--- config.mk ---
export PLATFORM = sky130hd
export DESIGN_NAME = alu_share_arb_flat
export DESIGN_NICKNAME = d
export VERILOG_FILES = /design/src/rtl/alu_share_arb_pkg.sv /design/src/rtl/alu_share_arb_if.sv /design/src/rtl/alu4_core.sv /design/src/rtl/alu_share_arb.sv /design/src/flat_wrapper.sv
export SDC_FILE = /design/constraint.sdc
export NUM_CORES = 1
export LEC_CHECK = 0
export ABC_CLOCK_PERIOD_IN_PS = 3590
export CORE_MARGIN = 2
export CORE_UTILIZATION = 49
export DETAILED_ROUTE_END_ITERATION = 6
export MAX_ROUTING_LAYER = met4
export PLACE_DENSITY = 0.8
export SYNTH_ARGS = -nofsm -noshare
export SYNTH_HDL_FRONTEND = slang
export SYNTH_HIERARCHICAL = 1
export SYNTH_SLANG_ARGS = --single-unit
--- constraint.sdc ---
create_clock -name clk -period 3.59 [get_ports clk]
set_clock_uncertainty 0.15 [all_clocks]
set_input_delay 0.718 -clock clk [delete_from_list [all_inputs] [get_ports clk]]
set_output_delay 0.718 -clock clk [all_outputs]
set_load 0.05 [all_outputs]
--- src/rtl/alu_share_arb_pkg.sv ---
// alu_pkg: shared types and constants for alu_share_arb and alu4_core.
//   Opcode constants, FSM state encoding, flag bit indices and the packed
//   request/response payloads carried between the arbiter and the ALU.
package alu_pkg;

  localparam int unsigned DATA_W = 4;
  localparam int unsigned OP_W   = 3;
  localparam int unsigned FLAG_W = 3;

  localparam logic [OP_W-1:0] OP_ADD  = 3'b000;
  localparam logic [OP_W-1:0] OP_SUB  = 3'b001;
  localparam logic [OP_W-1:0] OP_RSVD = 3'b010;
  localparam logic [OP_W-1:0] OP_AND  = 3'b011;
  localparam logic [OP_W-1:0] OP_OR   = 3'b100;
  localparam logic [OP_W-1:0] OP_XOR  = 3'b101;
  localparam logic [OP_W-1:0] OP_SLT  = 3'b110;
  localparam logic [OP_W-1:0] OP_EQ   = 3'b111;

  // flags vector is {zero, over, cout}
  localparam int unsigned FLAG_COUT = 0;
  localparam int unsigned FLAG_OVER = 1;
  localparam int unsigned FLAG_ZERO = 2;

  typedef enum logic [1:0] {
    ST_IDLE = 2'd0,
    ST_EXEC = 2'd1,
    ST_RESP = 2'd2
  } state_e;

  typedef struct packed {
    logic [OP_W-1:0]   op;
    logic [DATA_W-1:0] a;
    logic [DATA_W-1:0] b;
  } req_t;

  typedef struct packed {
    logic [DATA_W-1:0] f;
    logic [FLAG_W-1:0] flags;
  } rsp_t;

endpackage

--- src/rtl/alu_share_arb_if.sv ---
// alu_share_arb_if: request/response channels of the two ALU clients.
//   reqK_valid/ready/op/a/b : operation request from requester K
//   rspK_valid/ready/f/flags: result returned to requester K
//   master = client side, slave = arbiter side.
interface alu_share_arb_if;
  import alu_pkg::*;

  logic              req0_valid;
  logic              req0_ready;
  logic [OP_W-1:0]   req0_op;
  logic [DATA_W-1:0] req0_a;
  logic [DATA_W-1:0] req0_b;
  logic              rsp0_valid;
  logic              rsp0_ready;
  logic [DATA_W-1:0] rsp0_f;
  logic [FLAG_W-1:0] rsp0_flags;

  logic              req1_valid;
  logic              req1_ready;
  logic [OP_W-1:0]   req1_op;
  logic [DATA_W-1:0] req1_a;
  logic [DATA_W-1:0] req1_b;
  logic              rsp1_valid;
  logic              rsp1_ready;
  logic [DATA_W-1:0] rsp1_f;
  logic [FLAG_W-1:0] rsp1_flags;

  modport master (
    output req0_valid, req0_op, req0_a, req0_b, rsp0_ready,
    input  req0_ready, rsp0_valid, rsp0_f, rsp0_flags,
    output req1_valid, req1_op, req1_a, req1_b, rsp1_ready,
    input  req1_ready, rsp1_valid, rsp1_f, rsp1_flags
  );

  modport slave (
    input  req0_valid, req0_op, req0_a, req0_b, rsp0_ready,
    output req0_ready, rsp0_valid, rsp0_f, rsp0_flags,
    input  req1_valid, req1_op, req1_a, req1_b, rsp1_ready,
    output req1_ready, rsp1_valid, rsp1_f, rsp1_flags
  );

endinterface

--- src/rtl/alu4_core.sv ---
// alu4_core: purely combinational 4-bit ALU.
//   op   in  opcode
//   a, b in  operands
//   f    out result
//   zero/over/cout out flags (from a-b for SLT/EQ, 0 for logic ops/reserved)
module alu4_core
  import alu_pkg::*;
(
  input  logic [OP_W-1:0]   op,
  input  logic [DATA_W-1:0] a,
  input  logic [DATA_W-1:0] b,
  output logic [DATA_W-1:0] f,
  output logic              zero,
  output logic              over,
  output logic              cout
);

  logic              sub_mode;
  logic [DATA_W-1:0] b_eff;
  logic [DATA_W:0]   sum;
  logic              sum_over;
  logic              sum_zero;

  // Shared adder: everything except ADD computes a + ~b + 1.
  always_comb begin
    sub_mode = (op != OP_ADD);
    b_eff    = sub_mode ? ~b : b;
    sum      = {1'b0, a} + {1'b0, b_eff} + (DATA_W + 1)'(sub_mode);
    sum_over = (a[DATA_W-1] == b_eff[DATA_W-1]) && (sum[DATA_W-1] != a[DATA_W-1]);
    sum_zero = (sum[DATA_W-1:0] == '0);
  end

  // Result and flag selection.
  always_comb begin
    f    = '0;
    zero = 1'b0;
    over = 1'b0;
    cout = 1'b0;
    case (op)
      OP_ADD, OP_SUB: begin
        f    = sum[DATA_W-1:0];
        zero = sum_zero;
        over = sum_over;
        cout = sum[DATA_W];
      end
      OP_AND: f = a & b;
      OP_OR:  f = a | b;
      OP_XOR: f = a ^ b;
      OP_SLT: begin
        // signed a<b is the sign of a-b corrected by overflow
        f    = DATA_W'(sum[DATA_W-1] ^ sum_over);
        zero = sum_zero;
        over = sum_over;
        cout = sum[DATA_W];
      end
      OP_EQ: begin
        f    = DATA_W'(sum_zero);
        zero = sum_zero;
        over = sum_over;
        cout = sum[DATA_W];
      end
      OP_RSVD: ;
      default: ;
    endcase
  end

endmodule

--- src/rtl/alu_share_arb.sv ---
// alu_share_arb: round-robin arbiter/sequencer sharing one alu4_core
// between two requesters (IDLE -> EXEC -> RESP per operation).
//   clk, rst_n  clock, async active-low reset
//   bus         alu_share_arb_if.slave (req/rsp channels of both requesters)
//   grant_cnt0/1 (only with ALU_ARB_STATS_EN) per-requester accept counters
//   PRI_INIT    requester holding priority after reset
module alu_share_arb
  import alu_pkg::*;
#(
  parameter int unsigned PRI_INIT = 0
) (
  input  logic           clk,
  input  logic           rst_n,
  alu_share_arb_if.slave bus
`ifdef ALU_ARB_STATS_EN
  ,
  output logic [7:0]     grant_cnt0,
  output logic [7:0]     grant_cnt1
`endif
);

  state_e            state_q, state_d;
  logic              pri_q, pri_d;
  logic              owner_q, owner_d;
  logic              grant_c, accept_c, capture_c, resp_c;
  req_t              req_q, req_sel;
  rsp_t              rsp_q, alu_rsp;
  logic [DATA_W-1:0] alu_f;
  logic              alu_zero, alu_over, alu_cout;

  // A lone valid requester wins; on contention the priority holder wins.
  assign grant_c = bus.req1_valid && (!bus.req0_valid || pri_q);

  always_comb begin
    req_sel = grant_c ? {bus.req1_op, bus.req1_a, bus.req1_b}
                      : {bus.req0_op, bus.req0_a, bus.req0_b};
  end

  alu4_core u_alu (
    .op   (req_q.op),
    .a    (req_q.a),
    .b    (req_q.b),
    .f    (alu_f),
    .zero (alu_zero),
    .over (alu_over),
    .cout (alu_cout)
  );

  always_comb begin
    alu_rsp                   = '0;
    alu_rsp.f                 = alu_f;
    alu_rsp.flags[FLAG_ZERO]  = alu_zero;
    alu_rsp.flags[FLAG_OVER]  = alu_over;
    alu_rsp.flags[FLAG_COUT]  = alu_cout;
  end

  // FSM state, priority and owner registers.
  always_ff @(posedge clk or negedge rst_n) begin
    if (!rst_n) begin
      state_q <= ST_IDLE;
      pri_q   <= 1'(PRI_INIT);
      owner_q <= 1'b0;
    end else begin
      state_q <= state_d;
      pri_q   <= pri_d;
      owner_q <= owner_d;
    end
  end

  // Next state, handshakes, priority rotation on completion.
  always_comb begin
    state_d        = state_q;
    pri_d          = pri_q;
    owner_d        = owner_q;
    accept_c       = 1'b0;
    capture_c      = 1'b0;
    bus.req0_ready = 1'b0;
    bus.req1_ready = 1'b0;
    case (state_q)
      ST_IDLE: begin
        bus.req0_ready = !grant_c;
        bus.req1_ready = grant_c;
        if (grant_c ? bus.req1_valid : bus.req0_valid) begin
          accept_c = 1'b1;
          owner_d  = grant_c;
          state_d  = ST_EXEC;
        end
      end
      ST_EXEC: begin
        capture_c = 1'b1;
        state_d   = ST_RESP;
      end
      ST_RESP: begin
        if (owner_q ? bus.rsp1_ready : bus.rsp0_ready) begin
          state_d = ST_IDLE;
          pri_d   = !owner_q;
        end
      end
      default: state_d = ST_IDLE;
    endcase
  end

  // Operand and result registers.
  always_ff @(posedge clk or negedge rst_n) begin
    if (!rst_n) begin
      req_q <= '0;
      rsp_q <= '0;
    end else begin
      if (accept_c)  req_q <= req_sel;
      if (capture_c) rsp_q <= alu_rsp;
    end
  end

  // Only the owner sees the result; the other response channel stays zero.
  always_comb begin
    resp_c         = (state_q == ST_RESP);
    bus.rsp0_valid = resp_c && !owner_q;
    bus.rsp1_valid = resp_c && owner_q;
    bus.rsp0_f     = (resp_c && !owner_q) ? rsp_q.f     : '0;
    bus.rsp0_flags = (resp_c && !owner_q) ? rsp_q.flags : '0;
    bus.rsp1_f     = (resp_c && owner_q)  ? rsp_q.f     : '0;
    bus.rsp1_flags = (resp_c && owner_q)  ? rsp_q.flags : '0;
  end

`ifdef ALU_ARB_STATS_EN
  // Accept counters, wrapping at 255.
  always_ff @(posedge clk or negedge rst_n) begin
    if (!rst_n) begin
      grant_cnt0 <= '0;
      grant_cnt1 <= '0;
    end else if (accept_c) begin
      if (owner_d) grant_cnt1 <= grant_cnt1 + 8'(1);
      else         grant_cnt0 <= grant_cnt0 + 8'(1);
    end
  end
`endif

endmodule

--- src/flat_wrapper.sv ---
// flat-port wrapper written by rule: the top's interface ports become plain ports
module alu_share_arb_flat import alu_pkg::*;
#(
  parameter int unsigned PRI_INIT = 0
)
  (clk, rst_n, bus_req0_valid, bus_req0_op, bus_req0_a, bus_req0_b, bus_rsp0_ready, bus_req0_ready, bus_rsp0_valid, bus_rsp0_f, bus_rsp0_flags, bus_req1_valid, bus_req1_op, bus_req1_a, bus_req1_b, bus_rsp1_ready, bus_req1_ready, bus_rsp1_valid, bus_rsp1_f, bus_rsp1_flags);
  alu_share_arb_if bus_i ();
  input  logic clk;
  input  logic rst_n;
  input wire logic [$bits(bus_i.req0_valid)-1:0] bus_req0_valid;
  input wire logic [$bits(bus_i.req0_op)-1:0] bus_req0_op;
  input wire logic [$bits(bus_i.req0_a)-1:0] bus_req0_a;
  input wire logic [$bits(bus_i.req0_b)-1:0] bus_req0_b;
  input wire logic [$bits(bus_i.rsp0_ready)-1:0] bus_rsp0_ready;
  output wire logic [$bits(bus_i.req0_ready)-1:0] bus_req0_ready;
  output wire logic [$bits(bus_i.rsp0_valid)-1:0] bus_rsp0_valid;
  output wire logic [$bits(bus_i.rsp0_f)-1:0] bus_rsp0_f;
  output wire logic [$bits(bus_i.rsp0_flags)-1:0] bus_rsp0_flags;
  input wire logic [$bits(bus_i.req1_valid)-1:0] bus_req1_valid;
  input wire logic [$bits(bus_i.req1_op)-1:0] bus_req1_op;
  input wire logic [$bits(bus_i.req1_a)-1:0] bus_req1_a;
  input wire logic [$bits(bus_i.req1_b)-1:0] bus_req1_b;
  input wire logic [$bits(bus_i.rsp1_ready)-1:0] bus_rsp1_ready;
  output wire logic [$bits(bus_i.req1_ready)-1:0] bus_req1_ready;
  output wire logic [$bits(bus_i.rsp1_valid)-1:0] bus_rsp1_valid;
  output wire logic [$bits(bus_i.rsp1_f)-1:0] bus_rsp1_f;
  output wire logic [$bits(bus_i.rsp1_flags)-1:0] bus_rsp1_flags;
  assign bus_i.req0_valid = bus_req0_valid;
  assign bus_i.req0_op = bus_req0_op;
  assign bus_i.req0_a = bus_req0_a;
  assign bus_i.req0_b = bus_req0_b;
  assign bus_i.rsp0_ready = bus_rsp0_ready;
  assign bus_req0_ready = bus_i.req0_ready;
  assign bus_rsp0_valid = bus_i.rsp0_valid;
  assign bus_rsp0_f = bus_i.rsp0_f;
  assign bus_rsp0_flags = bus_i.rsp0_flags;
  assign bus_i.req1_valid = bus_req1_valid;
  assign bus_i.req1_op = bus_req1_op;
  assign bus_i.req1_a = bus_req1_a;
  assign bus_i.req1_b = bus_req1_b;
  assign bus_i.rsp1_ready = bus_rsp1_ready;
  assign bus_req1_ready = bus_i.req1_ready;
  assign bus_rsp1_valid = bus_i.rsp1_valid;
  assign bus_rsp1_f = bus_i.rsp1_f;
  assign bus_rsp1_flags = bus_i.rsp1_flags;
  alu_share_arb #(.PRI_INIT(PRI_INIT)) u_core (.clk(clk), .rst_n(rst_n), .bus(bus_i));
endmodule
# Word level (Yosys, flattened, before mapping)
# Cells that the tools add are included.
[word_totals]
ff_bits = 22
latchBits = 0
ramBits = 0
romBits = 0
input_bits = 28
word_cells = 64
memories = 0
[classes]
n_addsub = 2
mul = 0
div_mod_pow = 0
n_lt_le_gt_ge = 0
n_eq_ne = 12
n_shift = 0
n_mux = 20
bitwise = 5
n_reduce_logical = 17
[ops]
columns = ["operator", "count"]
rows = [
  ["4-bit case mux with 6 select lines", 1],
  ["3-bit == test (second input constant)", 4],
  ["4-bit 2-to-1 mux", 3],
  ["11-bit 2-to-1 mux", 1],
  ["1-bit 2-to-1 mux", 10],
  ["3-bit 2-to-1 mux", 2],
  ["2-bit case mux with 3 select lines", 1],
  ["2-bit AND reduction", 3],
  ["4-bit by 4-bit adder with 5-bit output", 1],
  ["5-bit by 1-bit adder with 5-bit output", 1],
  ["4-bit bitwise AND", 1],
  ["1-bit logical AND", 4],
  ["4-bit logical NOT", 1],
  ["2-bit 2-to-1 mux", 2],
  ["4-bit inverter", 1],
  ["4-bit OR", 1],
  ["4-bit OR reduction", 1],
  ["4-bit bitwise XOR", 1],
  ["3-bit by 1-bit == test with 1-bit output (second input constant)", 1],
  ["3-bit by 2-bit == test with 1-bit output (second input constant)", 1],
  ["1-bit logical NOT", 3],
  ["3-bit logical NOT", 1],
  ["3-bit nonzero test", 1],
  ["2-bit by 1-bit == test with 1-bit output (second input constant)", 1],
  ["other kinds (9)", 9],
]

# Longest topological paths before layout
# Gate-level depths: netlist of run 1.
[depth]
depth_word = 8
ltp_mapped = 10

# Modules after synthesis
# The synthesis of run 1 kept the hierarchy.
[modules_own_cells]
columns = ["mod", "n_inst", "cells_each", "area_each_um2", "seq_area_each_um2"]
rows = [
  ["alu_share_arb", 1, 116, 1128.6, 550.5],
  ["alu4_core", 1, 80, 620.6, 0.0],
]

# Least setup slack after synthesis of run 1
# Ideal clock, no wire load.
[synth_path]
path_kind = "register to register"
startpoint = "reg u_core/req_q[10] in the netlist's numbering"
endpoint = "reg u_core/rsp_q[6] in the netlist's numbering"
arrival_time_ns = 2.441
t_required_ns = 3.315
slack_ns = 0.875
stages_incl_launch_ff = 10
n_path_buf = 1
synth_period_minus_slack_ns = 2.715
cell_sequence = "dfrtp_1 > buf_6 > nor3_1 > xnor2_1 > ha_1 > a31o_2 > a221oi_4 > xnor2_1 > o2bb2ai_1 > mux2_2"
[synth_via]
elab_chain_cells = 5
word_cells_on_any_way = 13
[synth_lines]
columns = ["element", "line", "text"]
rows = [
  ["start, declared", "alu_share_arb.sv:26", "req_t req_q, req_sel;"],
  ["start signal, assigned", "alu_share_arb.sv:109", "if (accept_c) req_q <= req_sel;"],
  ["3-bit nonzero test", "alu4_core.sv:26", "sub_mode = (op != OP_ADD);"],
  ["4-bit 2-to-1 mux", "alu4_core.sv:27", "b_eff = sub_mode ? ~b : b;"],
  ["4-bit by 4-bit adder with 5-bit output", "alu4_core.sv:28", "sum = {1'b0, a} + {1'b0, b_eff} + (DATA_W + 1)'(sub_mode);"],
  ["5-bit by 1-bit adder with 5-bit output", "alu4_core.sv:28", ""],
  ["4-bit case mux with 6 select lines *", "alu4_core.sv:39", "case (op)"],
  ["via u_core.alu_f[3]", "alu_share_arb.sv:28", "logic [DATA_W-1:0] alu_f;"],
  ["end signal, assigned", "alu_share_arb.sv:110", "if (capture_c) rsp_q <= alu_rsp;"],
  ["end, declared", "alu_share_arb.sv:27", "rsp_t rsp_q, alu_rsp;"],
]
# The timed path passes the listed nets; every way through them passes the cells marked *.
# A chain may end at the register's enable or synchronous reset.

# Final worst setup path of run 1
[layout_path]
startpoint = "reg u_core.state_q[0]"
endpoint = "out bus_rsp0_flags[0]"
[layout_via]
elab_chain_cells = 3
[layout_lines]
columns = ["element", "line", "text"]
rows = [
  ["start, declared", "alu_share_arb.sv:22", "state_e state_q, state_d;"],
  ["start signal, assigned", "alu_share_arb.sv:64", "state_q <= state_d;"],
  ["2-bit == test", "alu_share_arb.sv:116", "resp_c = (state_q == ST_RESP);"],
  ["1-bit logical AND", "alu_share_arb.sv:120", "bus.rsp0_flags = (resp_c && !owner_q) ? rsp_q.flags : '0;"],
  ["3-bit 2-to-1 mux", "alu_share_arb.sv:120", ""],
  ["end, declared", "flat_wrapper.sv:18", "output wire logic [$bits(bus_i.rsp0_flags)-1:0] bus_rsp0_flags;"],
]
# No other way between the ends.

==> impl_metrics.csv, run 1 <==
group,metric,value,unit
sta,period_needed,3070,ps
power,p_clk_frac,0.097,
synth,synth_top_area_frac,0.315,
cts,cts_setup_buffers,0,
synth,async_reset_ff_frac,1.00,
cts,clkTransAtPathRegs,130,ps
finish,post-route-util,0.666,
detailed_routing,drt_iter0_drc,79,
power,internal-power,1050,uW
floorplanning,initial_utilization,0.516,
sta,fmax,0.325,GHz
sta,relSlewSlack,0.370,
detailed_routing,first_pass_iters,4,
status,status,"finished, final reports clean",
synth,syn_nets,239,
synth,synth_common_cells,"dfrtp_1, o21ai_0, ha_1",
setup_path,crit_fanout,12,
cts,clk_latency,320,ps
floorplanning,io_pins,46,
sta,setup_viol,0,
power,p_per_area,885,nW/um2
global_routing,grt_usage,0.210,
floorplanning,die_x,63.7,um
flow_run,cap_violations,0,
power,p_seq_frac,0.251,
detailed_routing,viasPerCell,5.49,
setup_path,end_kind,"output pin",
synth,avgSynthCellArea,8.92,um2
setup_path,max_stage_delay,800,ps
setup_path,start_kind,"register",
synth,syn_inst,196,
finish,stdcell_count,282,
sta,post-route-period-util,0.856,
sta,drv_slew,0,
place,port_buffers,45,
floorplanning,die_y,63.7,um
cts,clockBufferDepth,2,
global_routing,grt.overflow.total,0,
finish,drive_gt1_frac,0.0975,
sta,hold_violations,0,
synth,synth.cell_area,1750,um2
synth,yosysMostFrequentCell,"dfrtp_1",
cts,cts-resized-gates,0,
setup_path,critPathRequiredTime,2720,ps
finish,layout.nets,280,
cts,clockRootBuffer,"clkbuf_4",
place,dp.final_hpwl,2990,um
cts,cts_made_buffers,3,
place,gp_congestion,0.914,
power,p_sw,949,uW
global_routing,grt_pass1_wl,6710,um
power,power_frac_comb,0.652,
hold_path,min_path_type,"reg -> reg",
finish,fillers,298,
floorplanning,dieArea,4060,um2
detailed_routing,antenna_left,0,
cts,htreeDepth,1,
floorplanning,core-area,3390,um2
sta,fin_tns_setup,0,ps
synth,synth.area.top_cells,"dfrtp_1, ha_1, mux2_2",
synth,synth.distinct_cells,46,
global_routing,antenna_found_initial,0,
cts,holdBufCountCts,0,
synth,yosys_warnings,6,
finish,seq_area,551,um2
detailed_routing,wl_per_cell,13.2,um
place,dp.cells,278,
power,leakagePower,0.00100,uW
finish,multi_input_area,1070,um2
setup_path,worstPathCellList,"nor2b_1 -> buf_4 -> and2b_1 -> and2_1 -> clkdlybuf4s50_1",
setup_path,criticalPathCategory,"reg -> out",
detailed_routing,dr_total_vias,1549,
power,irDropWorstVdd,0.335,mV
synth,seq_area_frac_synth,0.315,
floorplanning,rows,21,
synth,synth_top_cell_by_area,"dfrtp_1",
sta,worst-slew-pin-transition,943,ps
synth,synth_ff_type,"dfrtp_1",
detailed_routing,route.detailed.drc,0,
global_routing,grt_pass1_vias,1514,
finish,area_growth,29.0,%
cts,cts_tree,"done",
power,swShare,0.475,
detailed_routing,wirelength,3710,um
sta,rsz0062_at_grt,"no",
finish,diodes,0,
setup_path,critPathArrivalTime,2210,ps
setup_path,critPathSlowestCell,"clkdlybuf4s50_1",
synth,synth-edff-count,0,
synth,ys_seq_elements,22,
cts,cts.sinks,22,
global_routing,grt_max_degree,23,
==> state kept, by name, indices dropped and copies added (netlist names) <==
name,cells
u_core/pri_q,1
u_core/req_q,11
u_core/rsp_q,7
u_core/state_q,2
u_core/owner_q,1
==> cell type report <==
| cell class | count | area share |
|---|---|---|
| multi-input cells | 148 | 0.476 |
| well taps | 46 | 0.0255 |
| clock buffers | 3 | 0.00998 |
| repair buffers | 48 | 0.207 |
| flip-flops and latches | 22 | 0.244 |
| clock inverters | 1 | 0.0133 |
| inverters | 14 | 0.0233 |
==> cell usage in the layout, fill, tap and decap left out, drive strengths merged, types with 8 or more instances in the layout <==
cell / instances
clkdlybuf4s50: 43
dfrtp: 22
o21ai: 16
ha: 14
inv: 14
a21oi: 13
nand3: 12
a31oi: 11
and2: 8
and3: 8
==> worst max-delay path, delay by kind of cell, from the launching register on <==
| kind | cells | cell delay [ps] |
|---|---|---|
| buf+inv | 2 | 970 |
| flops | 1 | 420 |
| simple gates | 3 | 500 |
==> metrics by stage <==
stage          instance area (um2)  hold slack, ps  total power [uW]  worst slack (ps)
2_1_floorplan                 1750             272              1530               875
3_3_place_gp                  2200             358              1780               780
3_5_place_dp                  2200             361              1800               712
4_1_cts                       2260             391              2000               496
5_1_grt                       2260             417              2180               351
6_report                      2260             391              2000               515
==> routing by layer <==
| metal | up-vias | wire, um | GRT usage |
|---|---|---|---|
| li1 | 786 | - | - |
| met2 | 42 | 1780 | 0.353 |
| met5 | - | 0 | - |
| met4 | 0 | 61 | 0.0788 |
| met3 | 6 | 132 | 0.0282 |
| met1 | 715 | 1730 | 0.257 |
==> worst paths after layout <==
path,startpoint,to,cells past startpoint,slack (ps)
worst min-delay path,u_core/rsp_q[5]$_DFFE_PN0N_,u_core/rsp_q[5]$_DFFE_PN0N_,1,390
worst max register to register,u_core/req_q[10]$_DFFE_PN0P_,u_core/rsp_q[3]$_DFFE_PN0N_,9,700
min in group asynchronous,rst_n,u_core/rsp_q[4]$_DFFE_PN0N_,1,760
worst max-delay path,u_core/state_q[0]$_DFFE_PN0P_,bus_rsp0_flags[0],5,520
worst min register to register,u_core/rsp_q[5]$_DFFE_PN0N_,u_core/rsp_q[5]$_DFFE_PN0N_,1,390
max in group asynchronous,rst_n,u_core/req_q[3]$_DFFE_PN0P_,1,1960
==> logic make-up after synthesis <==
logic type,Yosys count,synth area share
compound gates,53,0.192
fa+ha+maj,15,0.112
buf+inv,26,0.0708
simple gates,65,0.224
mux,9,0.0565
xor+xnor,6,0.0300
flops,22,0.315
==> power groups by stage <==
| stage | sequential [uW] | combinational (uW) | clock (uW) |
|---|---|---|---|
| global route | 524 | 1450 | 208 |
| finish | 501 | 1300 | 194 |
| CTS | 501 | 1300 | 197 |
| global placement | 498 | 1280 | 0 |
| detailed placement | 506 | 1300 | 0 |
| floorplan | 452 | 1080 | 0 |
No activity file was read; power rests on OpenSTA's default activity.
==> run 2, diff against run 1 <==
Settings changed: REMOVE_ABC_BUFFERS set to 1.
==> impl_metrics.csv, run 2 (same netlist as run 1, synthesis figures left out) <==
group,metric,value,unit
power,p_clk_frac,0.071,
global_routing,grt_pass1_wl,6870,um
sta,post-route-period-util,0.852,
global_routing,met3_usage,0.0211,
cts,cts.sinks,22,
setup_path,criticalPathCategory,"reg -> out",
detailed_routing,route.detailed.drc,0,
floorplanning,die_y,63.7,um
global_routing,antenna_found_initial,0,
power,power_frac_comb,0.673,
sta,fmax,0.327,GHz
sta,rsz0062_at_grt,"no",
place,pre_cts_ws,680,ps
sta,setup_viol,0,
setup_path,critPathArrivalTime,2190,ps
global_routing,met1_usage,0.271,
finish,stdcell_count,281,
sta,worst-slew-pin-transition,968,ps
place,dp.final_hpwl,3030,um
finish,final_cell_mix,"clkdlybuf4s50_1, dfrtp_1, o21ai_0",
detailed_routing,viasPerCell,5.57,
sta,hold_violations,0,
place,dp.cells,277,
cts,cts_made_buffers,3,
place,gp_congestion,0.862,
sta,period_needed,3060,ps
floorplanning,dieArea,4060,um2
flow_run,cap_violations,0,
finish,largest_register_ffs,11,
hold_path,worstHoldEndpoint,"u_core/rsp_q[0]$_DFFE_PN0N_",
finish,diodes,0,
setup_path,critPathRequiredTime,2720,ps
power,leakagePower,0.000991,uW
cts,clk_latency,320,ps
detailed_routing,wl_per_cell,14.0,um
detailed_routing,dr_total_vias,1564,
finish,layout.nets,279,
sta,fin_tns_setup,0,ps
global_routing,grt_usage,0.214,
setup_path,r2r-start,"u_core/req_q[10]$_DFFE_PN0P_",
floorplanning,core-area,3390,um2
floorplanning,initial_utilization,0.516,
detailed_routing,first_pass_iters,4,
detailed_routing,drt_iter0_drc,62,
cts,clockRootBuffer,"clkbuf_4",
setup_path,start_kind,"register",
sta,setup_slack,533,ps
cts,clkTransAtPathRegs,120,ps
power,p_seq_frac,0.256,
setup_path,crit_fanout,12,
global_routing,grt_pass1_vias,1539,
cts,holdBufCountCts,0,
power,internal-power,999,uW
detailed_routing,wirelength,3920,um
finish,top_register,"u_core/req_q",
floorplanning,rows,21,
power,p_sw,969,uW
global_routing,grt.overflow.total,0,
power,total_power,1970,uW
floorplanning,io_pins,46,
finish,top_regs,"u_core/req_q x11, u_core/rsp_q x7, u_core/state_q x2",
hold_path,min_path_type,"reg -> reg",
floorplanning,die_x,63.7,um
global_routing,met2_usage,0.361,
finish,drive_gt1_frac,0.0936,
power,irDropWorstVdd,0.548,mV
sta,drv_slew,0,
status,status,"finished, final reports clean",
finish,fillers,282,
sta,relSlewSlack,0.353,
hold_path,min-delay-start,"u_core/rsp_q[0]$_DFFE_PN0N_",
cts,cts_setup_buffers,0,
power,p_per_area,882,nW/um2
setup_path,end_kind,"output pin",
place,port_buffers,45,
finish,final_common_cell,"clkdlybuf4s50_1",
power,swShare,0.493,
global_routing,busiest_layer,"met2",
setup_path,reg2reg_to,"u_core/rsp_q[6]$_DFFE_PN0N_",
detailed_routing,antenna_left,0,
hold_path,min_path_cells,1,
global_routing,grt_max_degree,23,
finish,area_growth,27.6,%
setup_path,rrSetupSlack,570,ps
cts,htreeDepth,1,
setup_path,r2r_cells,8,
cts,cts-resized-gates,0,
cts,cts_tree,"done",
cts,clockBufferDepth,2,
run 2: routing by layer:
| metal | wire length, um | share of wire |
|---|---|---|
| met4 | 40 | 0.010 |
| met3 | 127 | 0.032 |
| met1 | 1810 | 0.46 |
| met2 | 1940 | 0.50 |
| met5 | 0 | 0 |
run 2: worst max path at each step:
stage | from | end | slack [ps] | cells past startpoint
after floorplan | u_core/req_q[9]$_DFFE_PN0P_ | u_core/rsp_q[6]$_DFFE_PN0N_ | 920 | 8
after global placement | bus_req0_valid | bus_req1_ready | 750 | 4
after detailed placement | u_core/req_q[10]$_DFFE_PN0P_ | u_core/rsp_q[6]$_DFFE_PN0N_ | 680 | 8
after CTS | u_core/state_q[0]$_DFFE_PN0P_ | bus_rsp0_f[3] | 500 | 5
after global routing | u_core/state_q[1]$_DFFE_PN0P_ | bus_rsp0_flags[1] | 340 | 5
final | u_core/state_q[0]$_DFFE_PN0P_ | bus_rsp0_f[3] | 530 | 5
run 2: critical path, cell delays in order (launching register included):
cell and delay, ps:
dfrtp_1 420, nor2b_1 120, buf_4 170, and2b_1 230, and2_1 150, clkdlybuf4s50_1 800
run 2: cell type report:
cell class / instances / area [um2] / share of cell area
multi-input cells: 148 / 1070 / 0.482
flip-flops and latches: 22 / 551 / 0.247
repair buffers: 47 / 460 / 0.206
well taps: 46 / 57.6 / 0.0258
inverters: 14 / 52.6 / 0.0235
clock buffers: 4 / 36.3 / 0.0163
run 2: stage by stage:
stage	util	instance area [um2]	hold slack [ps]
3_3_place_gp	0.648	2200	359
3_5_place_dp	0.648	2200	364
2_1_floorplan	-	1680	272
4_1_cts	0.659	2230	393
6_report	0.659	2230	381
5_1_grt	0.659	2230	406
run 2: power groups by stage:
stage | registers (uW) | clock network [uW] | logic, uW
6_report | 503 | 140 | 1320
5_1_grt | 527 | 158 | 1470
4_1_cts | 504 | 146 | 1310
3_5_place_dp | 510 | 0 | 1310
3_3_place_gp | 499 | 0 | 1290
2_1_floorplan | 474 | 0 | 1000
